<file path="src/rtl/ledpanel_row_loader.sv">
// ledpanel_row_loader: parses 130-byte row packets (panel, row, 64 RGB565 pixels) into panel writes.
// Define LEDPANEL_LOADER_ERRCNT_EN to build the saturating malformed-packet counter on err_count.
module ledpanel_row_loader (
    input  logic        display_clock,
    input  logic        reset,
    input  logic [7:0]  in_data,
    input  logic        in_valid,
    input  logic        in_last,
    output logic        in_ready,
    output logic [7:0]  ctrl_en,
    output logic [15:0] ctrl_addr,
    output logic [15:0] ctrl_wdat,
    output logic        row_done,
    output logic [15:0] err_count
);
    typedef enum logic [2:0] {S_PANEL, S_ROW, S_PIX_LO, S_PIX_HI, S_DROP} state_t;
    state_t state;
    logic [7:0] panel, lo;
    logic [4:0] row;
    logic [5:0] col;
    logic acc;
    assign acc = in_valid && in_ready;

    always_ff @(posedge display_clock) begin
        if (reset) begin
            state <= S_PANEL;
            col <= '0;
            in_ready <= 1'b0;
            ctrl_en <= 8'hFF;
            ctrl_addr <= '0;
            ctrl_wdat <= '0;
            row_done <= 1'b0;
        end else begin
            in_ready <= 1'b1;
            ctrl_en <= 8'hFF;
            row_done <= 1'b0;
            if (acc) begin
                case (state)
                    S_PANEL: begin
                        panel <= in_data;
                        col <= '0;
                        state <= in_last ? S_PANEL : (in_data == 8'hFF ? S_DROP : S_ROW);
                    end
                    S_ROW: begin
                        row <= in_data[4:0];
                        state <= in_last ? S_PANEL : (in_data >= 8'd32 ? S_DROP : S_PIX_LO);
                    end
                    S_PIX_LO: begin
                        lo <= in_data;
                        state <= in_last ? S_PANEL : S_PIX_HI;
                    end
                    S_PIX_HI: begin
                        ctrl_en <= panel;
                        ctrl_addr <= {5'b0, row, col};
                        ctrl_wdat <= {in_data, lo};
                        col <= col + 6'd1;
                        row_done <= in_last && col == 6'd63;
                        // an overlong packet still gets its column-63 write, then drains in S_DROP
                        state <= in_last ? S_PANEL : (col == 6'd63 ? S_DROP : S_PIX_LO);
                    end
                    default: if (in_last) state <= S_PANEL;
                endcase
            end
        end
    end

`ifdef LEDPANEL_LOADER_ERRCNT_EN
    logic bad;
    always_comb begin
        bad = 1'b0;
        if (acc)
            case (state)
                S_PANEL:  bad = in_last || in_data == 8'hFF;
                S_ROW:    bad = in_last || in_data >= 8'd32;
                S_PIX_LO: bad = in_last;
                S_PIX_HI: bad = in_last != (col == 6'd63);
                default:  bad = 1'b0;
            endcase
    end

    always_ff @(posedge display_clock)
        if (reset) err_count <= '0;
        else if (bad && err_count != 16'hFFFF) err_count <= err_count + 16'd1;
`else
    assign err_count = 16'h0000;
`endif
endmodule

</file>
<file path="config.mk">
export PLATFORM = sky130hd
export DESIGN_NAME = ledpanel_row_loader
export DESIGN_NICKNAME = d
export VERILOG_FILES = /design/src/rtl/ledpanel_row_loader.sv
export SDC_FILE = /design/constraint.sdc
export NUM_CORES = 1
export LEC_CHECK = 0
export BUFFER_PORTS_ARGS = -buffer_cell sky130_fd_sc_hd__buf_2
export CAP_MARGIN = 20
export CORE_MARGIN = 10
export CORE_UTILIZATION = 40
export CTS_CLUSTER_SIZE = 25
export DETAILED_ROUTE_END_ITERATION = 12
export PLACE_DENSITY = 0.71
export SYNTH_ARGS = -nofsm -noshare
export SYNTH_HDL_FRONTEND = slang
export SYNTH_SLANG_ARGS = --single-unit
</file>
<file path="constraint.sdc">
create_clock -name display_clock -period 6.1 [get_ports display_clock]
set_input_delay 0.305 -clock display_clock [delete_from_list [all_inputs] [get_ports display_clock]]
set_output_delay 0.305 -clock display_clock [all_outputs]
set_load 0.03 [all_outputs]
</file>
==> qor.csv <==
stage;metric;value;unit
yosys;yosysSeqAreaShare;58.7;%
job;drv_cap;0;
worst_setup_path;start_kind;flop;
clock_tree;ctsHoldBuffers;0;
die;rows;29;
grt;grt_pass1_wl;8990;um
sta;slew_viol_final;0;
grt;antenna_found_initial;0;
drt;drc;0;
power;clock_power_share;41.7;%
power;seqPwrFrac;53.7;%
worst_setup_path;startpoint;state[1];
run_status;run_status;finished clean;
power;power_density;286;mW/mm2
power;p_comb_share;4.6;%
yosys;synth_top_family_by_area;simple AND/OR/NAND/NOR gates;
yosys;synthMuxAreaShare;0;%
yosys;synth_xor_area_share;0;%
sta;min_period_over_period;34.4;%
yosys;syn_area_per_cell;9.94;um2
worst_hold_path;min_path_type;in -> reg;
sta;max-slew-margin-rel;35.2;%
drt;final_antenna_net_count;0;
worst_setup_path;reg2reg_from;state[1];
yosys;synthArstFlopShare;0;%
yosys;synth-adder-area-share;0.473;%
clock_tree;insertion_delay;0.34;ns
clock_tree;cts_setup_buffers;0;
yosys;synthTopCellsByArea;dfxtp_1 35%, edfxtp_1 24%, nand2_1 8.9%;
clock_tree;htreeDepth;3;
sta;fmax;476;MHz
power;power_leakage;1.13;nW
grt;grt-ovfl-total;0;
yosys;ys_warn_count;0;
yosys;synth-simple-area-share;20.2;%
grt;grt.total_usage;11.0;%
place;gp_congestion;0.850;
die;fp.dieArea;0.0103;mm2
cells_and_area;final_cells;395;
clock_tree;cts_root_buffer;clkbuf_8;
worst_hold_path;hold_start;in_data[1];
yosys;synth_flop_cell;dfxtp_1;
power;p_sw_share;24.0;%
drt;drtPass1Iterations;4;
cells_and_area;syn_to_final_growth;14.4;%
sta;finalSetupViolCount;0;
power;peakVddDrop;0.134;mV
die;die_h;101;um
place;dp_hpwl;3970;um
die;ioPinCount;70;
place;portBuffers;48;
power;power.internal;657;uW
place;pre_cts_ws;4.00;ns
cells_and_area;drive_above_1_share;22.3;%
yosys;yosysTopAreaCell;dfxtp_1;
cells_and_area;diodes;0;
grt;first_global_vias;1859;
yosys;synth_compound_area_share;11.0;%
yosys;ys_ff_latch;67;
worst_setup_path;endpoint_kind;flop;
place;placed_cells_incl_taps;379;
clock_tree;cts.sinks;67;
drt;vias;1946;
yosys;netlist_area;0.00265;mm2
die;initial_core_util;41.4;%
worst_setup_path;critPathKind;reg -> reg;
grt;grt_start_max_net_pins;50;
worst_setup_path;required;6.36;ns
sta;max_slew.worst_pin.slew;0.968;ns
clock_tree;cts.clk_slew.worst_paths;0.08;ns
cells_and_area;fin_area;0.00303;mm2
cells_and_area;utilization;47.4;%
worst_setup_path;worst-r2r-setup-slack;4.00;ns
drt;routed_wl;5750;um
worst_setup_path;path_max_fanout;27;
drt;wl_per_cell;14.6;um
place;placed_cell_area;0.00283;mm2
sta;fin_setup_tns;0;ns
clock_tree;cts_tree;built;
worst_setup_path;arrival;2.36;ns
yosys;yosysTopAreaCellShare;34.8;%
sta;hold_ws;0.219;ns
sta;worst_slack;4.00;ns
sta;rsz0062_at_grt;no;
die;die_w;101;um
sta;hold_viol_final;0;
power;total_power;864;uW
yosys;synth-edff-count;21;
clock_tree;cts_buffers;9;
cells_and_area;nets;326;
sta;skew;0.00978;ns
clock_tree;ctsResizeCount;0;
power;p_sw;207;uW
yosys;synth_cell_type_count;39;
clock_tree;cts_max_path_buffers;2;
sta;min_period;2.10;ns
drt;drt_iter0_drc;122;
drt;drt-vias-per-instance;4.93;
yosys;syn_inst;266;
die;core_area;0.00639;mm2
==> critical path: stages (launching register included) <==
cell     delay [ns]
dfxtp_1        0.71
nand2_1        0.20
nor3_4         0.78
nand2_1        0.17
a21oi_1        0.17
==> power groups by stage <==
stage	registers (mW)	logic (mW)	clock network [mW]
final	0.464	0.0400	0.360
after floorplan	0.474	0.0385	0
after CTS	0.464	0.0396	0.365
after detailed placement	0.474	0.0395	0
after global placement	0.474	0.0396	0
after global routing	0.464	0.0430	0.385
==> routing by layer <==
metal / GRT usage [%] / wire length (um) / vias to the layer above
li1: - / - / 972
met1: 12.1 / 2320 / 904
met2: 17.9 / 2810 / 64
met3: 3.74 / 507 / 6
met4: 7.18 / 116 / 0
met5: 0 / 0 / -
==> flip-flops by register name (all words and copies together), names as in the netlist, 3 cells and up <==
name       flops
panel          8
ctrl_addr     11
state          3
ctrl_wdat     16
ctrl_en        8
col            6
lo             8
row            5
==> Yosys cell counts, drive strengths merged, types with 3 or more instances <==
cell     n
nand3    5
a22oi    3
dfxtp   46
nor3     6
edfxtp  21
a21oi   34
inv      4
buf     28
nor4     3
clkbuf   6
nor2b    4
or3      9
nand2   64
nor2     4
o21ai    9
==> final cells by class <==
type	instances	area, um2
fillers	626	3360
repair buffers	50	253
flip-flops and latches	67	1550
clock inverters	6	65.1
multi-input cells	181	917
inverters	4	15.0
clock buffers	10	128
well taps	77	96.3
==> cell usage in the layout (no fill, tap or decap), types with 2 or more instances in the layout <==
cell type and n:
nor2_1 4, nand3_1 4, nand2_1 63, o21ai_0 7
a22oi_1 3, a31oi_1 2, nor2b_1 4, nor4_1 3
a21oi_1 34, nor3_1 5, clkbuf_8 9, inv_1 3
or3_1 9, dfxtp_1 46, conb_1 21, clkinv_2 2
edfxtp_1 21, buf_2 49, nor3b_1 2, o21ai_1 2
nand4b_1 2
==> worst paths after layout <==
path	endpoint	cells past startpoint
worst max register to register	ctrl_wdat[14]	4
worst max-delay path	ctrl_wdat[14]	4
worst min-delay path	lo[1]	1
worst min register to register	ctrl_en[2]	1
==> kinds of logic (layout without fill, tap and decap cells) <==
kind of cell / count (synthesis) / after routing
simple gates: 106 / 106
other cells: 1 / 21
buf+inv: 38 / 70
flops: 67 / 67
compound gates: 53 / 53
fa+ha+maj: 1 / 1
No activity file was read; power rests on OpenSTA's default activity.
